`src/rtl/game_flow_ctrl.sv`:
```
// game_flow_ctrl
//   Top-level game sequencer for Snake. Walks START -> PLAY -> DIE -> END,
//   paces snake movement with a level-dependent move_tick, raises the level
//   as apples are eaten and blinks the snake before the game-over screen.
//
// Ports
//   clk          in   system clock
//   rst_n        in   asynchronous active-low reset
//   key_start    in   single-cycle start/continue pulse
//   hit_wall     in   head-on-wall collision flag
//   hit_body     in   head-on-body collision flag
//   add_cube     in   single-cycle pulse when an apple is eaten
//   game_status  out  0=START 1=PLAY 2=DIE 3=END (registered)
//   move_tick    out  one-cycle pulse per snake step (registered)
//   flash_on     out  snake visible when 1 (registered)
//   level        out  current speed level 0..LEVEL_MAX (registered)
module game_flow_ctrl #(
  parameter int unsigned STEP_BASE   = 12_500_000,
  parameter int unsigned STEP_DEC    = 1_000_000,
  parameter int unsigned LEVEL_MAX   = 7,
  parameter int unsigned LEVEL_PTS   = 5,
  parameter int unsigned FLASH_TICKS = 6_250_000,
  parameter int unsigned FLASH_COUNT = 3
) (
  input  logic       clk,
  input  logic       rst_n,
  input  logic       key_start,
  input  logic       hit_wall,
  input  logic       hit_body,
  input  logic       add_cube,
  output logic [1:0] game_status,
  output logic       move_tick,
  output logic       flash_on,
  output logic [2:0] level
);

  localparam int unsigned STEP_W  = (STEP_BASE > 1) ? $clog2(STEP_BASE) : 1;
  localparam int unsigned FLASH_W = (FLASH_TICKS > 1) ? $clog2(FLASH_TICKS) : 1;
  localparam int unsigned TOG_W   = $clog2(2 * FLASH_COUNT);
  localparam int unsigned APPLE_W = (LEVEL_PTS > 1) ? $clog2(LEVEL_PTS) : 1;

  localparam logic [FLASH_W-1:0] FLASH_LAST = FLASH_W'(FLASH_TICKS - 1);
  localparam logic [TOG_W-1:0]   TOG_LAST   = TOG_W'(2 * FLASH_COUNT - 1);
  localparam logic [APPLE_W-1:0] APPLE_LAST = APPLE_W'(LEVEL_PTS - 1);
  localparam logic [2:0]         LEVEL_TOP  = 3'(LEVEL_MAX);

  typedef enum logic [1:0] {
    ST_START = 2'd0,
    ST_PLAY  = 2'd1,
    ST_DIE   = 2'd2,
    ST_END   = 2'd3
  } state_t;

  state_t             state_q, state_d;
  logic [STEP_W-1:0]  step_cnt_q, step_cnt_d;
  logic [STEP_W-1:0]  step_term_q, step_term_d;
  logic [APPLE_W-1:0] apple_q, apple_d;
  logic [2:0]         level_q, level_d;
  logic [FLASH_W-1:0] flash_tmr_q, flash_tmr_d;
  logic [TOG_W-1:0]   tog_q, tog_d;
  logic               flash_q, flash_d;
  logic               move_tick_q, move_tick_d;
  logic               collide;

  // Terminal count of the step counter for a given level. The product is
  // bounded by LEVEL_MAX*STEP_DEC < STEP_BASE, so the result always fits.
  function automatic logic [STEP_W-1:0] step_term(input logic [2:0] lvl);
    int unsigned period;
    period = STEP_BASE - (32'(lvl) * STEP_DEC);
    return STEP_W'(period - 1);
  endfunction

  assign collide = hit_wall | hit_body;

  always_ff @(posedge clk or negedge rst_n) begin
    if (!rst_n) begin
      state_q     <= ST_START;
      step_cnt_q  <= '0;
      step_term_q <= step_term(3'd0);
      apple_q     <= '0;
      level_q     <= '0;
      flash_tmr_q <= '0;
      tog_q       <= '0;
      flash_q     <= 1'b1;
      move_tick_q <= 1'b0;
    end else begin
      state_q     <= state_d;
      step_cnt_q  <= step_cnt_d;
      step_term_q <= step_term_d;
      apple_q     <= apple_d;
      level_q     <= level_d;
      flash_tmr_q <= flash_tmr_d;
      tog_q       <= tog_d;
      flash_q     <= flash_d;
      move_tick_q <= move_tick_d;
    end
  end

  always_comb begin
    state_d     = state_q;
    step_cnt_d  = step_cnt_q;
    step_term_d = step_term_q;
    apple_d     = apple_q;
    level_d     = level_q;
    flash_tmr_d = flash_tmr_q;
    tog_d       = tog_q;
    flash_d     = 1'b1;
    move_tick_d = 1'b0;

    unique case (state_q)
      ST_START: begin
        if (key_start) begin
          state_d     = ST_PLAY;
          level_d     = '0;
          apple_d     = '0;
          step_cnt_d  = '0;
          step_term_d = step_term(3'd0);
        end
      end

      ST_PLAY: begin
        if (collide) begin
          // Collision wins over a same-cycle apple and suppresses the tick
          // so move_tick never shows up in the first DIE cycle.
          state_d     = ST_DIE;
          flash_tmr_d = '0;
          tog_d       = '0;
        end else begin
          if (step_cnt_q == step_term_q) begin
            move_tick_d = 1'b1;
            step_cnt_d  = '0;
            // The period is latched only here, so a level change never
            // shortens the interval already in progress.
            step_term_d = step_term(level_q);
          end else begin
            step_cnt_d = step_cnt_q + 1'b1;
          end

          if (add_cube) begin
            if (apple_q == APPLE_LAST) begin
              apple_d = '0;
              if (level_q < LEVEL_TOP) begin
                level_d = level_q + 1'b1;
              end
            end else begin
              apple_d = apple_q + 1'b1;
            end
          end
        end
      end

      ST_DIE: begin
        flash_d = flash_q;
        if (flash_tmr_q == FLASH_LAST) begin
          flash_tmr_d = '0;
          if (tog_q == TOG_LAST) begin
            // Last toggle lands on END with the snake visible.
            state_d = ST_END;
            flash_d = 1'b1;
            tog_d   = '0;
          end else begin
            flash_d = ~flash_q;
            tog_d   = tog_q + 1'b1;
          end
        end else begin
          flash_tmr_d = flash_tmr_q + 1'b1;
        end
      end

      ST_END: begin
        if (key_start) begin
          state_d = ST_START;
        end
      end

      default: state_d = ST_START;
    endcase
  end

  assign game_status = state_q;
  assign move_tick   = move_tick_q;
  assign flash_on    = flash_q;
  assign level       = level_q;

endmodule

```
`config.mk`:
```
export PLATFORM = sky130hd
export DESIGN_NAME = game_flow_ctrl
export DESIGN_NICKNAME = d
export VERILOG_FILES = /design/src/rtl/game_flow_ctrl.sv
export SDC_FILE = /design/constraint.sdc
export NUM_CORES = 1
export LEC_CHECK = 0
export ABC_AREA = 1
export BUFFER_PORTS_ARGS = -buffer_cell sky130_fd_sc_hd__buf_4
export CAP_MARGIN = 15
export CORE_ASPECT_RATIO = 2
export CORE_MARGIN = 2
export CORE_UTILIZATION = 45
export CTS_CLUSTER_SIZE = 16
export DETAILED_ROUTE_END_ITERATION = 6
export PLACE_DENSITY = 0.69
export SYNTH_ARGS = -nofsm -noshare
export SYNTH_HDL_FRONTEND = slang
export SYNTH_SLANG_ARGS = --single-unit
```
`constraint.sdc`:
```
create_clock -name clk -period 3.3 [get_ports clk]
set_input_delay 0.495 -clock clk [delete_from_list [all_inputs] [get_ports clk]]
set_output_delay 0.495 -clock clk [all_outputs]
set_load 0.02 [all_outputs]
```
==> results_dict.tcl, run 1 <==
set metrics [dict create \
    cts_tree "done" \
    start_util_pct 45.5 \
    synthTopCellsByCount "nand2_1, nor2_1, inv_1" \
    multiInputGateArea_mm2 0.00296 \
    critPathArrivalTime_ns 3.09 \
    fin_nets 808 \
    register_area_mm2 0.00189 \
    async_reset_ff_share_pct 100 \
    layout_worst_path_cycle_share_pct 85.5 \
    dpl.hpwl_mm 11.1 \
    required_ns 3.57 \
    syn-cell-area_mm2 0.00530 \
    max_freq_mhz 355 \
    setup_tns_ns 0 \
    rows 56 \
    cts_hold_buf 0 \
    clkTransAtPathRegs_ns 0.06 \
    area_growth_pct 9.55 \
    clockBufferDepth 2 \
    grt_pass1_vias 5002 \
    finalMaxSlewViolations 0 \
    dieHeight_um 157 \
    final_core_util_pct 49.9 \
    die-area_mm2 0.0127 \
    synth-main-ff-cell "dfrtp_1" \
    cts-root-buf "clkbuf_16" \
    hold_violations 0 \
    finalSetupViolCount 0 \
    status "finished, final reports clean" \
    ctsResizeCount 0 \
    io_pins 13 \
    clock_latency_ns 0.34 \
    cts.sink_count 75 \
    drtPass1Iterations 6 \
    synth_most_common_cell "nand2_1" \
    critPathKind "flip-flop to flip-flop" \
    antenna_found_initial 0 \
    max-slew-margin-rel_pct 34.9 \
    hold_class "primary input to asynchronous set/reset pin" \
    rsz0062_at_grt "false" \
    ir_worst_vdd_mv 0.262 \
    detail-route-antenna-nets 0 \
    drive_above_1_share_pct 9.71 \
    nFillCells 1261 \
    syn_area_per_cell_um2 6.93 \
    start_kind "flip-flop" \
    yosysSeqAreaShare_pct 35.7 \
    p_leak_nw 2.86 \
    synthCells 764 \
    antenna_cells 0 \
    p_per_area_mw_per_mm2 336 \
    wl_per_cell_um 15.3 \
    place_congestion 0.929 \
    skew_ns 0.00731 \
    drt-total-wl_mm 14.2 \
    post_drt_via_cell_ratio 5.34 \
    synth_top_area_cell "dfrtp_1" \
    crit_path_end_kind "flip-flop" \
    maxCapViolCount 0 \
    cts_htree_levels 3 \
    grt_max_degree 76 \
    drt-initial-drc-count 362 \
    yosysUniqueCellTypes 40 \
    coreArea_mm2 0.0116 \
    synth_seq_cells 75 \
    drc 0 \
    synth-warning-count 0 \
    syn_nets 794 \
    portBuffers 12 \
    die_x_um 80.7 \
    synth_edf_count 0 \
    num_vias 4955 \
    grt-ovfl-total 0 \
    crit_fanout 10 \
    post_cts_buffers 0 \
    tightestPinTransition_ns 0.977 \
    track_usage_pct 24.2 \
    grt_pass1_wl_mm 23.2 \
    synthTopCellsByArea "dfrtp_1, nand2_1, nor2_1" \
    yosys.area.top_type_share_pct 30.7 \
    fin_crit_ns 2.82 \
    cts_buffers 9 \
]
per-stage QoR:
step / power (mW) / hold slack, ns / setup WS [ns] / cells / cell area (um2)
detailed placement: 0.980 / 0.458 / 0.492 / 912 / 5510
global route: 2.00 / 0.390 / 0.187 / 928 / 5800
CTS: 1.96 / 0.349 / 0.471 / 928 / 5800
finish: 1.95 / 0.293 / 0.480 / 928 / 5800
floorplan: 0.953 / 0.199 / 0.630 / 764 / 5300
global placement: 0.980 / 0.460 / 0.543 / 912 / 5510
final cells by class:
type                            count  area share (%)
Multi-Input combinational cell    580            50.9
Inverter                           97            6.32
Clock buffer                       11            4.01
Timing Repair Buffer               15            1.94
Clock inverter                      5            1.08
Tap cell                          145            3.13
Sequential cell                    75            32.6
layout by cell type (no fill, tap or decap), types with 12 or more instances in the layout:
cell     Yosys  layout
nor2_1     113     113
nand3_1     51      51
buf_4        1      15
dfrtp_1     65      65
ha_1        22      22
nand4_1     29      29
a21oi_1     12      12
xor2_1      24      24
nor3_1      31      31
o21ai_0     32      32
inv_1       90      90
nand2_1    218     218
sequential cells by signal (all words and copies together) (netlist names):
name and count:
level 3, move_tick 1, apple_q 3, step_term_q 15, tog_q 3, game_status 2, flash_tmr_q 23, flash_on 1
step_cnt_q 24
routing by layer:
metal  global-route usage, %  vias to the layer above  share of wire, %
li1                        -                     2477                 -
met1                    22.3                     2309                34
met2                    46.6                      110                56
met3                    3.33                       59               2.1
met4                    16.5                        0               7.2
met5                       0                        -                 0
power breakdown:
part	internal (mW)	leakage (nW)	switching (mW)	total (mW)
sequential	0.924	0.927	0.00515	0.929
combinational	0.00794	1.80	0.0256	0.0335
clock	0.590	0.136	0.398	0.988
total	1.52	2.86	0.429	1.95
kinds of logic (layout without fill, tap and decap cells):
logic type	Yosys count	count (layout)	share of synthesized area (%)
adders and majority gates	24	24	5.95
AOI/OAI and AO/OA	61	61	7.11
buffers and inverters	109	128	8.51
and+or+nand+nor	468	468	38.3
DFF	75	75	35.7
xor gates and xnor gates	27	27	4.47
critical path, stage by stage (launching register included):
cell     delay, ns
dfrtp_1       0.53
inv_1         0.21
fa_1          0.59
inv_1         0.10
ha_1          0.37
or2_2         0.32
nand3_1       0.12
nand2_1       0.10
nor2_1        0.11
nand3_1       0.10
nand2_1       0.07
nand2_1       0.04
nand2_1       0.05
inv_1         0.04
worst paths after layout:
check | startpoint | end | slack (ns) | depth (start not counted)
worst max register to register | level[1]$_DFFE_PN0P_ | step_term_q[23]$_DFFE_PN1P_ | 0.48 | 13
worst min-delay path | rst_n | game_status[1]$_DFFE_PN0P_ | 0.29 | 1
min in group clk | flash_tmr_q[22]$_DFFE_PN0P_ | flash_tmr_q[22]$_DFFE_PN0P_ | 0.46 | 1
worst min register to register | flash_tmr_q[22]$_DFFE_PN0P_ | flash_tmr_q[22]$_DFFE_PN0P_ | 0.46 | 1
worst max-delay path | level[1]$_DFFE_PN0P_ | step_term_q[23]$_DFFE_PN1P_ | 0.48 | 13
max in group asynchronous | rst_n | step_cnt_q[23]$_DFFE_PN0P_ | 2.35 | 1
(Power assumes the default switching activity.)
==> run 2: changes to the inputs <==
--- a/config.mk
+++ b/config.mk
@@ -13,7 +13,8 @@
 export CORE_UTILIZATION = 45
 export CTS_CLUSTER_SIZE = 16
 export DETAILED_ROUTE_END_ITERATION = 6
-export PLACE_DENSITY = 0.69
+export PLACE_DENSITY = 0.7
+export SKIP_LAST_GASP = 1
 export SYNTH_ARGS = -nofsm -noshare
 export SYNTH_HDL_FRONTEND = slang
 export SYNTH_SLANG_ARGS = --single-unit
==> run 2 against run 1 <==
Compared with the run above:
- power increased by 2.1%
- via count down 0.42%
- die area unchanged
- flip-flop and latch count unchanged
- cell area grew 0.43%
- first-iteration DRC count shrank 31%
- sequential power hardly changed
- fmax increased by 1.6%
- count of clock-buffer cells in the layout stayed put
- global-route usage shrank 0.87 points
- highest routed layer unchanged
==> results_dict.tcl, run 2 (synthesized netlist as in run 1, its figures left out) <==
set metrics [dict create \
    clkTransAtPathRegs_ns 0.06 \
    dieHeight_um 157 \
    clock_latency_ns 0.34 \
    rsz0062_at_grt "false" \
    rows 56 \
    antenna_cells 0 \
    met3_usage_pct 3.33 \
    grt_max_degree 76 \
    cts_buffers 9 \
    r2r_cells 13 \
    portBuffers 12 \
    drt-initial-drc-count 250 \
    required_ns 3.58 \
    layout_commonest_cell "nand2_1" \
    place_congestion 0.981 \
    die-area_mm2 0.0127 \
    maxCapViolCount 0 \
    skew_ns 0.00870 \
    detail-route-antenna-nets 0 \
    track_usage_pct 23.3 \
    grt_pass1_wl_mm 22.6 \
    final_cell_mix "nand2_1, nor2_1, inv_1" \
    nFillCells 1197 \
    largest_reg_flops 24 \
    area_growth_pct 10.0 \
    setup_tns_ns 0 \
    start_util_pct 45.5 \
    start_kind "flip-flop" \
    cts-root-buf "clkbuf_16" \
    post_cts_buffers 0 \
    finalSetupViolCount 0 \
    switching_share_pct 21.6 \
    ctsResizeCount 0 \
    die_x_um 80.7 \
    post_drt_via_cell_ratio 5.31 \
    num_vias 4934 \
    gr-usage-met2_pct 44.7 \
    cts_hold_buf 0 \
    critPathMostFrequentCell "nand2_1" \
    coreArea_mm2 0.0116 \
    tightestPinTransition_ns 0.972 \
    cp-startpoint "level[0]$_DFFE_PN0P_" \
    holdWs_ns 0.309 \
    drc 0 \
    max-slew-margin-rel_pct 35.2 \
    drt-total-wl_mm 13.9 \
    p_seq_share_pct 46.6 \
    wl_per_cell_um 15.0 \
    cts_htree_levels 3 \
    regMostFlops "step_cnt_q" \
    critPathArrivalTime_ns 3.05 \
    switchingPower_uw 430 \
    clockBufferDepth 2 \
    max_freq_mhz 360 \
    use_met1_pct 22.8 \
    io_pins 13 \
    crit_fanout 8 \
    ff2ff_setup_slack_ns 0.53 \
    status "finished, final reports clean" \
    drtPass1Iterations 6 \
    cts_tree "done" \
    grt-ovfl-total 0 \
    worstPathCellList "inv_1 -> fa_1 -> inv_1 -> ha_1 -> or2_2 -> nand3_1 -> nand2_1 -> nor2_1 -> nand3_1 -> nand2_1 -> nand2_1 -> nand2_1 -> inv_1" \
    clockPowerShare_pct 51.7 \
    pwr-share-comb_pct 1.7 \
    finalMaxSlewViolations 0 \
    reg2reg_to "step_term_q[23]$_DFFE_PN1P_" \
    max_stage_delay_ns 0.61 \
    ir_worst_vdd_mv 0.318 \
    final_core_util_pct 50.1 \
    path_buf_inv 3 \
    drive_above_1_share_pct 10.1 \
    pre_cts_ws_ns 0.550 \
    fin_cells 929 \
    r2r_start "level[0]$_DFFE_PN0P_" \
    dpl.hpwl_mm 10.7 \
    finalWorstSetupSlack_ns 0.525 \
    cts.sink_count 75 \
    critPathKind "flip-flop to flip-flop" \
    p_per_area_mw_per_mm2 342 \
    antenna_found_initial 0 \
    grt_pass1_vias 4769 \
    cp_slowest_cell "fa_1" \
    hold_violations 0 \
    busiest_layer "met2" \
    p_int_mw 1.56 \
    top_regs "step_cnt_q: 24 flops, flash_tmr_q: 23 flops, step_term_q: 15 flops" \
    critPathTopFamily "adder cells" \
    crit_path_end_kind "flip-flop" \
    layout_worst_path_cycle_share_pct 84.1 \
    fin_crit_ns 2.77 \
    p_leak_nw 2.88 \
    hold_class "primary input to asynchronous set/reset pin" \
    placed_cells 913 \
    fin_nets 809 \
]
==> run 2: cell types whose count changed in the layout (fill, tap and decap cells not counted) <==
cell / delta
buf_4: +1
clkbuf_1: -2
clkbuf_8: +2
clkinv_2: +1
clkinvlp_4: -1
==> run 2: routing by layer <==
metal	share of wire [%]	vias to the layer above
li1	-	2472
met1	37	2311
met2	55	104
met3	2.2	47
met4	5.6	0
met5	0	-
==> run 2: through the flow <==
| step | total power, mW | cell area, um2 |
|---|---|---|
| 2_1_floorplan | 0.953 | 5300 |
| 6_report | 1.99 | 5830 |
| 4_1_cts | 2.01 | 5830 |
| 3_5_place_dp | 0.980 | 5510 |
| 5_1_grt | 2.05 | 5830 |
| 3_3_place_gp | 0.980 | 5510 |
==> run 2: power groups by stage <==
stage | Clock [mW] | Combinational, mW | Sequential [mW]
finish | 1.03 | 0.0335 | 0.929
global route | 1.08 | 0.0393 | 0.929
CTS | 1.05 | 0.0352 | 0.928
detailed placement | 0 | 0.0351 | 0.945
global placement | 0 | 0.0346 | 0.945
floorplan | 0 | 0.0102 | 0.943
==> run 2: how the worst max path moves through the flow <==
stage	to	depth (start not counted)
after detailed placement	step_term_q[23]$_DFFE_PN1P_	13
after floorplan	step_term_q[23]$_DFFE_PN1P_	13
after global placement	step_term_q[23]$_DFFE_PN1P_	13
final	step_term_q[23]$_DFFE_PN1P_	13
after CTS	step_term_q[23]$_DFFE_PN1P_	13
after global routing	step_term_q[23]$_DFFE_PN1P_	13
==> run 2: area by class of cell <==
class                      instances  area, um2  area share (%)
multi-input combinational        580       2960            50.7
tap                              145        181            3.11
clock buffer                      11        253            4.34
timing repair buffer              16        120            2.06
sequential                        75       1890            32.4
clock inverter                     5       60.1            1.03
inverter                          97        367            6.29
==> run 2: worst register-to-register path: cells and delay by family, from the launching register on <==
kind	cells	cell delay (ns)
adders and majority gates	2	0.98
buffers and inverters	3	0.33
DFF	1	0.48
and+or+nand+nor	8	0.91
==> run 3: changes to the inputs <==
==> constraint.sdc (replaced) <==
create_clock -name clk -period 2.8 [get_ports clk]
set_input_delay 0.42 -clock clk [delete_from_list [all_inputs] [get_ports clk]]
set_output_delay 0.42 -clock clk [all_outputs]
set_load 0.02 [all_outputs]
==> run 3 against run 2 <==
Compared with the run above:
- core utilization grew 0.67 points
- non-clock buffer count grew 8
- cell count rose by 0.97%
- setup slack worse by 0.25 ns
- combinational power up 17%
- first-iteration DRC count increased by 24%
- critical path type unchanged
- critical endpoint unchanged
- largest cell class unchanged
- highest routed layer unchanged
==> results_dict.tcl, run 3 (synthesized netlist as in run 1, its figures left out) <==
set metrics [dict create \
    placedInstanceArea_mm2 0.00557 \
    final_cell_mix "nand2_1, nor2_1, inv_1" \
    cts_htree_levels 3 \
    finalMaxSlewViolations 0 \
    grt_pass1_vias 4911 \
    ff2ff_setup_slack_ns 0.28 \
    io_pins 13 \
    fin_crit_ns 2.52 \
    layout_commonest_cell "nand2_1" \
    hold_violations 0 \
    ctsResizeCount 0 \
    wl_per_cell_um 15.4 \
    track_usage_pct 24.6 \
    crit_path_end_kind "flip-flop" \
    post_drt_via_cell_ratio 5.22 \
    cts-root-buf "clkbuf_16" \
    final_core_util_pct 50.8 \
    cp_slowest_cell "fa_1" \
    skew_ns 0.00895 \
    max_freq_mhz 397 \
    max-slew-margin-rel_pct 35.2 \
    dpl.hpwl_mm 11.3 \
    start_util_pct 45.5 \
    cts_tree "done" \
    critPathKind "flip-flop to flip-flop" \
    p_leak_nw 2.93 \
    post_cts_buffers 0 \
    fin_area_mm2 0.00590 \
    area_growth_pct 11.5 \
    grt_max_degree 76 \
    clkTransAtPathRegs_ns 0.06 \
    largest_reg_flops 24 \
    dieHeight_um 157 \
    cts_buffers 9 \
    num_vias 4893 \
    clockBufferDepth 2 \
    drtPass1Iterations 4 \
    die-area_mm2 0.0127 \
    critPathMostFrequentCell "nand2_1" \
    rows 56 \
    setup_tns_ns 0 \
    grt-ovfl-total 0 \
    antenna_found_initial 1 \
    rsz0062_at_grt "false" \
    die_x_um 80.7 \
    top_regs "step_cnt_q: 24 flops, flash_tmr_q: 23 flops, step_term_q: 15 flops" \
    cts.sink_count 75 \
    p_per_area_mw_per_mm2 409 \
    drc 0 \
    holdWs_ns 0.214 \
    critPathArrivalTime_ns 2.79 \
    crit_fanout 7 \
    maxCapViolCount 0 \
    path_buf_inv 3 \
    fin_nets 817 \
    place_congestion 0.948 \
    drive_above_1_share_pct 10.9 \
    critPathTopFamily "simple AND/OR/NAND/NOR gates" \
    layout_worst_path_cycle_share_pct 90.1 \
    coreArea_mm2 0.0116 \
    tightestPinTransition_ns 0.972 \
    start_kind "flip-flop" \
    hold_class "primary input to asynchronous set/reset pin" \
    drt-total-wl_mm 14.4 \
    portBuffers 12 \
    drt-initial-drc-count 309 \
    finalSetupViolCount 0 \
    cts_hold_buf 0 \
    clock_latency_ns 0.34 \
    r2r_cells 13 \
    ir_worst_vdd_mv 0.279 \
    grt_pass1_wl_mm 23.4 \
    detail-route-antenna-nets 0 \
    p_total_mw 2.42 \
    max_stage_delay_ns 0.50 \
    status "finished, final reports clean" \
    required_ns 3.07 \
    worstPathCellList "inv_1 -> fa_1 -> inv_1 -> ha_1 -> or2_2 -> nand3_1 -> nand2_1 -> nor2_1 -> nand3_1 -> nand2_1 -> nand2_1 -> nand2_1 -> inv_1" \
    cp.depth 13 \
    regMostFlops "step_cnt_q" \
]
run 3: worst paths after layout:
path	endpoint	startpoint
worst max-delay path	step_term_q[23]$_DFFE_PN1P_	level[1]$_DFFE_PN0P_
worst min-delay path	apple_q[0]$_DFFE_PN0P_	rst_n
worst max register to register	step_term_q[23]$_DFFE_PN1P_	level[1]$_DFFE_PN0P_
worst min register to register	step_term_q[20]$_DFFE_PN1P_	step_term_q[20]$_DFFE_PN1P_
max in group asynchronous	step_cnt_q[2]$_DFFE_PN0P_	rst_n
min in group clk	apple_q[2]$_DFFE_PN0P_	add_cube
run 3: cell type report:
| class | count | area (um2) |
|---|---|---|
| clock inverters | 5 | 85.1 |
| diodes | 1 | 2.50 |
| inverters | 97 | 367 |
| repair buffers | 24 | 180 |
| multi-input cells | 580 | 2960 |
| well taps | 145 | 181 |
| flip-flops and latches | 75 | 1890 |
| fillers | 1223 | 5730 |
| clock buffers | 11 | 243 |
run 3: routing by layer:
layer | global-route usage, % | up-vias | wire length, um
li1 | - | 2492 | -
met1 | 22.2 | 2256 | 4830
met2 | 48.0 | 91 | 8320
met3 | 3.27 | 54 | 352
met4 | 16.9 | 0 | 903
met5 | 0 | - | 0
run 3: through the flow:
stage	setup slack, ns	std cells
6_report	0.278	938
3_3_place_gp	0.353	921
2_1_floorplan	0.130	764
5_1_grt	0.130	938
3_5_place_dp	0.308	921
4_1_cts	0.298	937
run 3: worst reg2reg max path, stage by stage, from the launching register on:
cell	delay, ns
dfrtp_1	0.37
inv_1	0.19
fa_1	0.50
inv_1	0.14
ha_1	0.31
or2_2	0.32
nand3_1	0.12
nand2_1	0.11
nor2_1	0.09
nand3_1	0.09
nand2_1	0.07
nand2_1	0.04
nand2_1	0.05
inv_1	0.04
run 3: report_power, final:
group	internal, mW	switching [mW]	total, mW
sequential	1.09	0.00557	1.09
combinational	0.00929	0.0299	0.0392
clock	0.810	0.472	1.28
total	1.91	0.508	2.42
